<file path="src/rtl/telem_pkg.sv">
// Shared state encoding, command codes and CRC helper for the telemetry framer.
package telem_pkg;

    typedef enum logic [2:0] {
        IDLE,
        SNAP,
        HDR,
        SEQ,
        DATA,
        CSUM
    } state_e;

    localparam logic [7:0] CMD_TRIG     = 8'h01;
    localparam logic [7:0] CMD_PER_ON   = 8'h02;
    localparam logic [7:0] CMD_PER_OFF  = 8'h03;
    localparam logic [7:0] CMD_CLR_DROP = 8'h04;

    localparam logic [7:0] CRC8_POLY = 8'h07;

    // One byte of CRC-8, MSB first, no reflection.
    function automatic logic [7:0] crc8_byte(input logic [7:0] crc_in, input logic [7:0] data);
        logic [7:0] crc;
        crc = crc_in ^ data;
        for (int b = 0; b < 8; b++) begin
            crc = crc[7] ? ((crc << 1) ^ CRC8_POLY) : (crc << 1);
        end
        return crc;
    endfunction

endpackage

</file>
<file path="src/rtl/telem_framer_if.sv">
// Command (from uart_rx) and frame byte (to uart_tx) valid/ready streams of the framer.
interface telem_framer_if;

    logic       cmd_valid;
    logic       cmd_ready;
    logic [7:0] cmd_byte;
    logic       tx_valid;
    logic       tx_ready;
    logic [7:0] tx_byte;

    modport master (
        input  cmd_valid, cmd_byte, tx_ready,
        output cmd_ready, tx_valid, tx_byte
    );

    modport slave (
        output cmd_valid, cmd_byte, tx_ready,
        input  cmd_ready, tx_valid, tx_byte
    );

endinterface

</file>
<file path="src/rtl/telem_chk.sv">
// Byte-wise frame check accumulator; result_c already includes the byte being accepted.
// Build macro TELEM_CRC8_EN selects CRC-8 instead of the two's-complement byte sum.
module telem_chk
    import telem_pkg::*;
(
    input  logic       clk,
    input  logic       rst_n,
    input  logic       clear,
    input  logic       byte_en,
    input  logic [7:0] data_in,
    output logic [7:0] result_c
);

    logic [7:0] acc_q;
    logic [7:0] acc_d;

    always_comb begin
        acc_d = acc_q;
        if (clear) begin
            acc_d = '0;
        end else if (byte_en) begin
`ifdef TELEM_CRC8_EN
            acc_d = crc8_byte(acc_q, data_in);
`else
            acc_d = acc_q + data_in;
`endif
        end
    end

    always_ff @(posedge clk or negedge rst_n) begin
        if (!rst_n) begin
            acc_q <= '0;
        end else begin
            acc_q <= acc_d;
        end
    end

`ifdef TELEM_CRC8_EN
    assign result_c = acc_d;
`else
    assign result_c = ~acc_d + 8'd1;
`endif

endmodule

</file>
<file path="src/rtl/telem_framer.sv">
// Telemetry framer: snapshots NUM_CH channels and streams HEADER, seq, channel bytes, check byte.
// Build macro TELEM_CRC8_EN (handled in telem_chk) turns the check byte into a CRC-8.
module telem_framer
    import telem_pkg::*;
#(
    parameter int unsigned NUM_CH       = 4,
    parameter int unsigned CH_W         = 8,
    parameter int unsigned PERIOD_CLKS  = 5_000_000,
    parameter logic [7:0]  HEADER       = 8'hA5,
    parameter logic        PERIODIC_RST = 1'b1
) (
    input  logic                     clk,
    input  logic                     rst_n,
    input  logic [NUM_CH*CH_W-1:0]   ch_data,
    telem_framer_if.master           bus,
    output logic                     busy,
    output logic                     periodic_en,
    output logic [7:0]               seq_num,
    output logic [7:0]               drop_cnt
);

    localparam int unsigned DATA_W = NUM_CH * CH_W;
    localparam int unsigned IDX_W  = (NUM_CH > 1) ? $clog2(NUM_CH) : 1;
    localparam int unsigned CNT_W  = $clog2(PERIOD_CLKS);
    localparam logic [IDX_W-1:0] IDX_LAST = IDX_W'(NUM_CH - 1);
    localparam logic [CNT_W-1:0] CNT_LAST = CNT_W'(PERIOD_CLKS - 1);

    state_e            state_q, state_d;
    logic [IDX_W-1:0]  idx_q, idx_d;
    logic [DATA_W-1:0] snap_q, snap_d;
    logic              tx_valid_q, tx_valid_d;
    logic [7:0]        tx_byte_q, tx_byte_d;
    logic              busy_q, busy_d;
    logic [7:0]        seq_q, seq_d;
    logic              pending_q, pending_d;
    logic              per_en_q, per_en_d;
    logic              cmd_ready_q, cmd_ready_d;
    logic [CNT_W-1:0]  cnt_q, cnt_d;
    logic [7:0]        drop_q, drop_d;

    logic              xfer_c;
    logic              cmd_acc_c;
    logic              trig_c;
    logic              consume_c;
    logic              chk_clr_c;
    logic              chk_en_c;
    logic [7:0]        chk_c;

    // Zero-extended channel byte from the snapshot.
    function automatic logic [7:0] ch_byte(input logic [DATA_W-1:0] snap, input logic [IDX_W-1:0] sel);
        logic [7:0] b;
        b = '0;
        for (int i = 0; i < NUM_CH; i++) begin
            if (IDX_W'(i) == sel) begin
                b = 8'(snap[i*CH_W +: CH_W]);
            end
        end
        return b;
    endfunction

    assign xfer_c    = tx_valid_q && bus.tx_ready;
    assign cmd_acc_c = bus.cmd_valid && cmd_ready_q;
    assign trig_c    = (cmd_acc_c && (bus.cmd_byte == CMD_TRIG)) || (per_en_q && (cnt_q == CNT_LAST));
    assign consume_c = (state_q == IDLE) && pending_q;
    assign chk_clr_c = (state_q == SNAP);
    assign chk_en_c  = xfer_c && ((state_q == SEQ) || (state_q == DATA));

    telem_chk u_chk (
        .clk      (clk),
        .rst_n    (rst_n),
        .clear    (chk_clr_c),
        .byte_en  (chk_en_c),
        .data_in  (tx_byte_q),
        .result_c (chk_c)
    );

    // Commands, periodic timer and trigger coalescing.
    always_comb begin
        per_en_d    = per_en_q;
        cnt_d       = cnt_q;
        drop_d      = drop_q;
        pending_d   = pending_q;
        cmd_ready_d = 1'b1;

        if (per_en_q) begin
            cnt_d = (cnt_q == CNT_LAST) ? '0 : cnt_q + CNT_W'(1);
        end
        if (cmd_acc_c) begin
            case (bus.cmd_byte)
                CMD_PER_ON:  per_en_d = 1'b1;
                CMD_PER_OFF: begin
                    per_en_d = 1'b0;
                    cnt_d    = '0;
                end
                default: ;
            endcase
        end

        if (consume_c) begin
            pending_d = 1'b0;
        end
        if (trig_c) begin
            pending_d = 1'b1;
            if (pending_q && !consume_c && (drop_q != 8'hFF)) begin
                drop_d = drop_q + 8'd1;
            end
        end
        if (cmd_acc_c && (bus.cmd_byte == CMD_CLR_DROP)) begin
            drop_d = '0;
        end
    end

    always_ff @(posedge clk or negedge rst_n) begin
        if (!rst_n) begin
            state_q <= IDLE;
        end else begin
            state_q <= state_d;
        end
    end

    always_comb begin
        state_d = state_q;
        case (state_q)
            IDLE: if (pending_q) state_d = SNAP;
            SNAP: state_d = HDR;
            HDR:  if (xfer_c) state_d = SEQ;
            SEQ:  if (xfer_c) state_d = DATA;
            DATA: if (xfer_c && (idx_q == IDX_LAST)) state_d = CSUM;
            CSUM: if (xfer_c) state_d = IDLE;
            default: state_d = IDLE;
        endcase
    end

    // Next byte is loaded on the transfer edge so the stream stays back-to-back.
    always_comb begin
        tx_valid_d = tx_valid_q;
        tx_byte_d  = tx_byte_q;
        busy_d     = busy_q;
        seq_d      = seq_q;
        idx_d      = idx_q;
        snap_d     = snap_q;
        case (state_q)
            SNAP: begin
                snap_d     = ch_data;
                idx_d      = '0;
                busy_d     = 1'b1;
                tx_valid_d = 1'b1;
                tx_byte_d  = HEADER;
            end
            HDR: if (xfer_c) tx_byte_d = seq_q;
            SEQ: if (xfer_c) tx_byte_d = ch_byte(snap_q, '0);
            DATA: if (xfer_c) begin
                if (idx_q == IDX_LAST) begin
                    tx_byte_d = chk_c;
                end else begin
                    idx_d     = idx_q + IDX_W'(1);
                    tx_byte_d = ch_byte(snap_q, idx_q + IDX_W'(1));
                end
            end
            CSUM: if (xfer_c) begin
                tx_valid_d = 1'b0;
                busy_d     = 1'b0;
                seq_d      = seq_q + 8'd1;
            end
            default: ;
        endcase
    end

    always_ff @(posedge clk or negedge rst_n) begin
        if (!rst_n) begin
            idx_q       <= '0;
            snap_q      <= '0;
            tx_valid_q  <= 1'b0;
            tx_byte_q   <= '0;
            busy_q      <= 1'b0;
            seq_q       <= '0;
            pending_q   <= 1'b0;
            per_en_q    <= PERIODIC_RST;
            cmd_ready_q <= 1'b0;
            cnt_q       <= '0;
            drop_q      <= '0;
        end else begin
            idx_q       <= idx_d;
            snap_q      <= snap_d;
            tx_valid_q  <= tx_valid_d;
            tx_byte_q   <= tx_byte_d;
            busy_q      <= busy_d;
            seq_q       <= seq_d;
            pending_q   <= pending_d;
            per_en_q    <= per_en_d;
            cmd_ready_q <= cmd_ready_d;
            cnt_q       <= cnt_d;
            drop_q      <= drop_d;
        end
    end

    assign bus.tx_valid  = tx_valid_q;
    assign bus.tx_byte   = tx_byte_q;
    assign bus.cmd_ready = cmd_ready_q;
    assign busy          = busy_q;
    assign periodic_en   = per_en_q;
    assign seq_num       = seq_q;
    assign drop_cnt      = drop_q;

endmodule

</file>
<file path="src/flat_wrapper.sv">
// flat-port wrapper written by rule: the top's interface ports become plain ports
module telem_framer_flat import telem_pkg::*;
#(
    parameter int unsigned NUM_CH       = 4,
    parameter int unsigned CH_W         = 8,
    parameter int unsigned PERIOD_CLKS  = 5_000_000,
    parameter logic [7:0]  HEADER       = 8'hA5,
    parameter logic        PERIODIC_RST = 1'b1
)
  (clk, rst_n, ch_data, busy, periodic_en, seq_num, drop_cnt, bus_cmd_valid, bus_cmd_byte, bus_tx_ready, bus_cmd_ready, bus_tx_valid, bus_tx_byte);
  telem_framer_if bus_i ();
  input  logic clk;
  input  logic rst_n;
  input  logic [NUM_CH*CH_W-1:0] ch_data;
  output logic busy;
  output logic periodic_en;
  output logic [7:0] seq_num;
  output logic [7:0] drop_cnt;
  input wire logic [$bits(bus_i.cmd_valid)-1:0] bus_cmd_valid;
  input wire logic [$bits(bus_i.cmd_byte)-1:0] bus_cmd_byte;
  input wire logic [$bits(bus_i.tx_ready)-1:0] bus_tx_ready;
  output wire logic [$bits(bus_i.cmd_ready)-1:0] bus_cmd_ready;
  output wire logic [$bits(bus_i.tx_valid)-1:0] bus_tx_valid;
  output wire logic [$bits(bus_i.tx_byte)-1:0] bus_tx_byte;
  assign bus_i.cmd_valid = bus_cmd_valid;
  assign bus_i.cmd_byte = bus_cmd_byte;
  assign bus_i.tx_ready = bus_tx_ready;
  assign bus_cmd_ready = bus_i.cmd_ready;
  assign bus_tx_valid = bus_i.tx_valid;
  assign bus_tx_byte = bus_i.tx_byte;
  telem_framer #(.NUM_CH(NUM_CH), .CH_W(CH_W), .PERIOD_CLKS(PERIOD_CLKS), .HEADER(HEADER), .PERIODIC_RST(PERIODIC_RST)) u_core (.clk(clk), .rst_n(rst_n), .ch_data(ch_data), .bus(bus_i), .busy(busy), .periodic_en(periodic_en), .seq_num(seq_num), .drop_cnt(drop_cnt));
endmodule
</file>
<file path="config.mk">
export PLATFORM = sky130hd
export DESIGN_NAME = telem_framer_flat
export DESIGN_NICKNAME = d
export VERILOG_FILES = /design/src/rtl/telem_pkg.sv /design/src/rtl/telem_framer_if.sv /design/src/rtl/telem_chk.sv /design/src/rtl/telem_framer.sv /design/src/flat_wrapper.sv
export SDC_FILE = /design/constraint.sdc
export NUM_CORES = 1
export LEC_CHECK = 0
export ABC_AREA = 1
export CAP_MARGIN = 25
export CORE_AREA = 8 8 93 178
export CTS_BUF_LIST = sky130_fd_sc_hd__clkbuf_2 sky130_fd_sc_hd__clkbuf_4 sky130_fd_sc_hd__clkbuf_8
export DETAILED_ROUTE_END_ITERATION = 8
export DIE_AREA = 0 0 101 186
export PLACE_DENSITY = 0.56
export SLEW_MARGIN = 20
export SYNTH_ARGS = -nofsm -noshare
export SYNTH_HDL_FRONTEND = slang
export SYNTH_SLANG_ARGS = --single-unit
</file>
<file path="constraint.sdc">
create_clock -name clk -period 3 [get_ports clk]
set_input_delay 0.9 -clock clk [delete_from_list [all_inputs] [get_ports clk]]
set_output_delay 0.9 -clock clk [all_outputs]
set_load 0.03 [all_outputs]
</file>
==> metrics.txt, run 1 <==
# diodes 0; WP buf/inv 1; actual slew at the worst max-slew pin 0.5975 ns; initial core utilization roughly two fifths; grt total ovfl 0; hold depth 1; Synth Cell Area approximately 5600 um2; Detailed Route WL 16160 um; Die X 101 um; top_reg_cell synth dfrtp_1; vias in the first global route ~5.3k; Core Region 14270 um2; Post-synth EDFFs 0; register area 2404 um2; post-synth top area cell dfrtp_1; via count 5124; post-synth top area share between 40% and 50%; WL/cell around 16 um; FILL cells roughly 1.5k; Synth cell types 54; fin. max-slew vios 0; run status finished, final reports clean; Async SR Flop Fraction between 90% and 100%; DRT iter0 DRCs around 220; Antenna Nets Post-Route 0; CP Cell Sequence clkdlybuf4s50_1; Clock Sinks 96; static leakage 3.170 nW; routability-driven placement congestion ratio just under 0.9; Rel. slew slack 60.17%; kind of critical path reg2out; Clock transition at path regs 0.10 ns; cell count after synthesis 725; first-pass GRT wire length 26970 um; Row Count a little over 60; Max Cap Viol 0; synth cell count leaders nand2_1 (160), inv_1 (114), dfrtp_1 (95); drt pass-1 iters 5; pin count of the biggest net entering global routing 61; post-synthesis net count about 800; Top Ports 72; initial antenna violation count 0; reg2reg setup slack 0.63 ns; final core utilization a little under half; layout cells sized above 1 7.407%; fin crit period ~2.6 ns; Setup crit end kind primary output; Final setup viols 0; count leader, synth nand2_1; worst IR drop on VDD between 0.0003 and 0.0004 V; R2R depth 13; Final Skew 0.01122 ns; synth top area cells dfrtp_1 (43%), nand2_1 (11%), inv_1 (7.7%); Seq/Total Area, Yosys about 43%; Vias per Instance 5.114; crit path DAT 1.75 ns; Worst EP required roughly 2.1 ns; cts bufs inserted 9; Max Freq 0.3777 GHz; setup bufs post-CTS 0; Root Driver clkbuf_8; Synth Area per Inst just under 8 um2; CTS resizes 0; chip height around 190 um; Worst path max stage delay 0.71 ns; Pwr per Cell Area roughly 830 nW/um2; dpl hpwl 13090 um; cts hold-fix bufs 0; area occupied by multi-input gates 2661 um2; CP max-delay cell clkdlybuf4s50_1; #FFs+latches synth 96; R2R Path Start u_core.bus.tx_byte[0]$_DFFE_PN0P_; worst-case clock buffer depth 2; hold path endpoint u_core.cnt_q[19]$_DFF_PN0_; # DRC 0; Syn-to-layout area delta 21.55%; count of final hold-check violations 0; Hold Startpoint u_core.cnt_q[19]$_DFF_PN0_; Clk Latency, worst-skew pair 0.37 ns; Die ar. 18790 um2; period utilization 88.24%; GRT Overall Usage between 15 and 20%; I/O Buffers 71; Worst Path Max Fanout 11; Startpoint Class register; FF-to-FF End u_core.bus.tx_byte[4]$_DFFE_PN0P_; Max H-tree Level 3; nets@finish just under 900; crit-path leading delay family buffers and inverters; RSZ-0062 raised after global routing false; Hold Crit Class reg2reg; Synth Warn # 0; setup TNS 0 ns; CTS tree yes
[sequential cells by signal, indices dropped and copies added (netlist names)]
| register | flops |
|---|---|
| u_core.bus.cmd_ready | 1 |
| u_core.periodic_en | 1 |
| u_core.seq_num | 8 |
| u_core.pending_q | 1 |
| u_core.cnt_q | 23 |
| u_core.u_chk.acc_q | 8 |
| u_core.state_q | 3 |
| u_core.idx_q | 2 |
| u_core.snap_q | 32 |
| u_core.drop_cnt | 8 |
| u_core.busy | 1 |
| u_core.bus.tx_byte | 8 |
[per-stage QoR]
step | hold WS, ns | area (um2) | std cells | power [W] | setup slack [ns]
floorplan | 0.4366 | 5574 | 725 | 0.003844 | 0.5671
global placement | 0.4765 | 6564 | 986 | 0.004688 | 0.07617
detailed placement | 0.4783 | 6564 | 986 | 0.004723 | 0.06427
CTS | 0.5047 | 6775 | 1002 | 0.005669 | 0.3126
global route | 0.5255 | 6775 | 1002 | 0.006104 | 0.2701
finish | 0.4999 | 6775 | 1002 | 0.005614 | 0.3527
[report_power, final]
group          internal [W]  total [W]  leakage (nW)  switching, W
combinational      0.000955    0.00266          1.86       0.00171
clock              0.000423   0.000919         0.108      0.000497
sequential          0.00171    0.00203          1.21      0.000323
total               0.00309    0.00561          3.17       0.00253
[layout make-up]
| cell class | instances | area share, % |
|---|---|---|
| Tap cell | 192 | 3.546 |
| Timing Repair Buffer | 82 | 11.86 |
| Multi-Input combinational cell | 496 | 39.28 |
| Sequential cell | 96 | 35.48 |
| Clock inverter | 6 | 1.090 |
| Inverter | 120 | 6.722 |
| Clock buffer | 10 | 2.031 |
[logic make-up (layout without fill, tap and decap cells)]
logic type / Yosys count / in the layout / share of synthesized area [%]
compound gates: 132 / 132 / 14.01
xor+xnor: 15 / 15 / 2.357
fa+ha+maj: 17 / 17 / 3.951
buf+inv: 133 / 218 / 9.136
flops: 96 / 96 / 43.12
other cells: 1 / 1 / 0.06728
simple gates: 331 / 331 / 27.36
[layer usage]
layer,vias to the layer above,GRT usage [%],routed length [um]
li1,2538,-,-
met5,-,0,0
met4,0,9.009,589
met2,127,35.96,9410
met1,2428,17.80,5726
met3,31,2.660,431
[worst max path at each step]
stage,slack (ns),startpoint,cells past startpoint,endpoint
2_1_floorplan,0.57,bus_tx_ready,12,u_core.bus.tx_byte[1]$_DFFE_PN0P_
3_3_place_gp,0.08,bus_tx_ready,17,u_core.bus.tx_byte[6]$_DFFE_PN0P_
3_5_place_dp,0.06,bus_tx_ready,17,u_core.bus.tx_byte[6]$_DFFE_PN0P_
4_1_cts,0.31,u_core.periodic_en$_DFFE_PN1P_,1,periodic_en
5_1_grt,0.27,u_core.periodic_en$_DFFE_PN1P_,1,periodic_en
6_report,0.35,u_core.periodic_en$_DFFE_PN1P_,1,periodic_en
[placed cells by master, fill, tap and decap left out, drive strengths merged, types with 3 or more instances in the layout]
master,n
nand2,167
inv,124
dfrtp,95
clkdlybuf4s50,70
o21ai,66
nor2,63
nand3,44
a21oi,28
nor3,24
nand4,18
ha,16
xor2,12
buf,12
o22ai,11
clkbuf,10
nor4,8
a221oi,4
o21a,3
a211oi,3
xnor2,3
o211ai,3
(Power assumes the default switching activity.)
==> run 2, diff against run 1 <==
==> constraint.sdc (replaced) <==
create_clock -name clk -period 3.3 [get_ports clk]
set_input_delay 0.99 -clock clk [delete_from_list [all_inputs] [get_ports clk]]
set_output_delay 0.99 -clock clk [all_outputs]
set_load 0.03 [all_outputs]
==> run 2 against run 1 <==
Effect of this change:
- die area unchanged
- sequential cell count unchanged
- routed wire length down 1.1%
- sequential power down 9%
- sequential share of layout area up 0.22 points
- hold slack better by 0.0060 ns
- critical path depth unchanged
==> metrics.txt, run 2 (synthesis gave the netlist of run 1 again) <==
run status finished, final reports clean (unchanged); biggest regs u_core.snap_q x32, u_core.cnt_q x23 (unchanged); Hold Crit Class reg2reg (unchanged); Setup crit end kind primary output (unchanged); period utilization 83.80%; crit path DAT 1.78 ns (was 1.75 ns); WL/cell 15.99 um (was 16.12 um); routability-driven placement congestion ratio 0.9167 (was 0.8797); Worst Path Max Fanout 11 (unchanged); Die X 101 um (unchanged); GR Util met1 17.12% (was 17.80%); DRT iter0 DRCs 184 (was 217); pre-CTS WS 0.2103 ns (was 0.06427 ns); most common cell after layout, fill and taps aside nand2_1 (unchanged); Row Count 62 (unchanged); pin count of the biggest net entering global routing 61 (unchanged); commonest cells after routing, fill and taps aside nand2_1 (160), inv_1 (114), dfrtp_1 (95), clkdlybuf4s50_1 (70), o21ai_0 (60) (unchanged); setup TNS 0 ns (unchanged); initial core utilization 39.05% (unchanged); Antenna Nets Post-Route 0 (unchanged); Max Cap Viol 0 (unchanged); cts bufs inserted 9 (unchanged); Clock transition at path regs 0.11 ns (was 0.10 ns); WP buf/inv 1 (unchanged); Clk Latency, worst-skew pair 0.38 ns (was 0.37 ns); final setup margin 0.5347 ns (was 0.3527 ns); Clock Sinks 96 (unchanged); Top Ports 72 (unchanged); I/O Buffers 71 (unchanged); first-pass GRT wire length 26140 um (was 26970 um); Pwr per Cell Area 747.1 nW/um2 (was 828.6 nW/um2); grt total ovfl 0 (unchanged); layout cells sized above 1 7.063% (was 7.407%); Max H-tree Level 3 (unchanged); nets@finish 863 (was 866); drt pass-1 iters 4 (was 5); Design Power 0.005031 W (was 0.005614 W); Hold Slack 0.5058 ns (was 0.4999 ns); Worst path max stage delay 0.72 ns (was 0.71 ns); # diodes 0 (unchanged); initial antenna violation count 0 (unchanged); setup bufs post-CTS 0 (unchanged); count of final hold-check violations 0 (unchanged); vias in the first global route 5331 (was 5301); GRT Overall Usage 17.89% (was 18.33%); # DRC 0 (unchanged); Final Skew 0.01354 ns (was 0.01122 ns); Final setup viols 0 (unchanged); hold depth 1 (unchanged); GR Layer Usage met3 2.960% (was 2.660%); static leakage 3.149 nW (was 3.170 nW); cts hold-fix bufs 0 (unchanged); via count 5105 (was 5124); grt peak-use layer met2 (unchanged); Largest Register u_core.snap_q (unchanged); kind of critical path reg2out (unchanged); Root Driver clkbuf_8 (unchanged); CP max-delay cell clkdlybuf4s50_1 (unchanged); Core Region 14270 um2 (unchanged); final core utilization 47.18% (was 47.47%); CTS resizes 0 (unchanged); crit-path leading delay family buffers and inverters (unchanged); Max Freq 0.3616 GHz; max FFs per register 32 (unchanged); Crit path depth 1 (unchanged); CTS tree yes (unchanged); Detailed Route WL 15970 um (was 16160 um); Startpoint Class register (unchanged); Syn-to-layout area delta 20.81% (was 21.55%); Vias per Instance 5.110 (was 5.114); worst-case clock buffer depth 2 (unchanged); R2R depth 13 (unchanged); Worst EP required 2.31 ns (was 2.10 ns); Die ar. 18790 um2 (unchanged); Rel. slew slack 55.48% (was 60.17%); fin crit period 2.765 ns; dpl hpwl 12990 um (was 13090 um); worst IR drop on VDD 0.0004016 V (was 0.0003481 V); met2 GRT Util 34.36% (was 35.96%); actual slew at the worst max-slew pin 0.6678 ns (was 0.5975 ns); chip height 186 um (unchanged); CP Cell Sequence clkdlybuf4s50_1 (unchanged); fin. max-slew vios 0 (unchanged); RSZ-0062 raised after global routing false (unchanged)
-- run 2: changes by cell type in the layout (fill, tap and decap cells not counted), sizes merged --
cell    before  now
buf         12    9
bufinv       1    0
clkbuf      10    9
inv        124  126
-- run 2: per-stage QoR --
stage,cell area (um2),cells
detailed placement,6541,983
global route,6734,999
floorplan,5574,725
finish,6734,999
CTS,6734,999
global placement,6541,983
-- run 2: area by class of cell --
| type | instances | area, um2 |
|---|---|---|
| clock buffers | 9 | 123.9 |
| clock inverters | 7 | 68.82 |
| fillers | 1510 | 7540 |
| inverters | 120 | 455.4 |
| multi-input cells | 496 | 2661 |
| flip-flops and latches | 96 | 2404 |
| well taps | 192 | 240.2 |
| repair buffers | 79 | 780.7 |
-- run 2: metal layers --
layer | wire length [um] | part of all wire [%] | vias to the layer above
li1 | - | - | 2542
met4 | 734 | 4.6 | 0
met1 | 5755 | 36 | 2419
met5 | 0 | 0 | -
met3 | 401 | 2.5 | 44
met2 | 9081 | 57 | 100
-- run 2: report_power, final --
part | total, W | internal (W) | switching (W)
Clock | 0.000782 | 0.000300 | 0.000482
Combinational | 0.00241 | 0.000861 | 0.00155
Sequential | 0.00184 | 0.00155 | 0.000290
Total | 0.00503 | 0.00271 | 0.00232
-- run 2: worst paths after layout --
path	from	endpoint	slack [ns]
max in group asynchronous	rst_n	u_core.cnt_q[4]$_DFF_PN0_	1.98
setup / recovery	u_core.periodic_en$_DFFE_PN1P_	periodic_en	0.53
hold reg to reg	u_core.cnt_q[21]$_DFF_PN0_	u_core.cnt_q[21]$_DFF_PN0_	0.51
setup reg to reg	u_core.bus.tx_byte[0]$_DFFE_PN0P_	u_core.bus.tx_byte[6]$_DFFE_PN0P_	0.91
min in group asynchronous	rst_n	u_core.u_chk.acc_q[5]$_DFF_PN0_	0.62
hold / removal	u_core.cnt_q[21]$_DFF_PN0_	u_core.cnt_q[21]$_DFF_PN0_	0.51
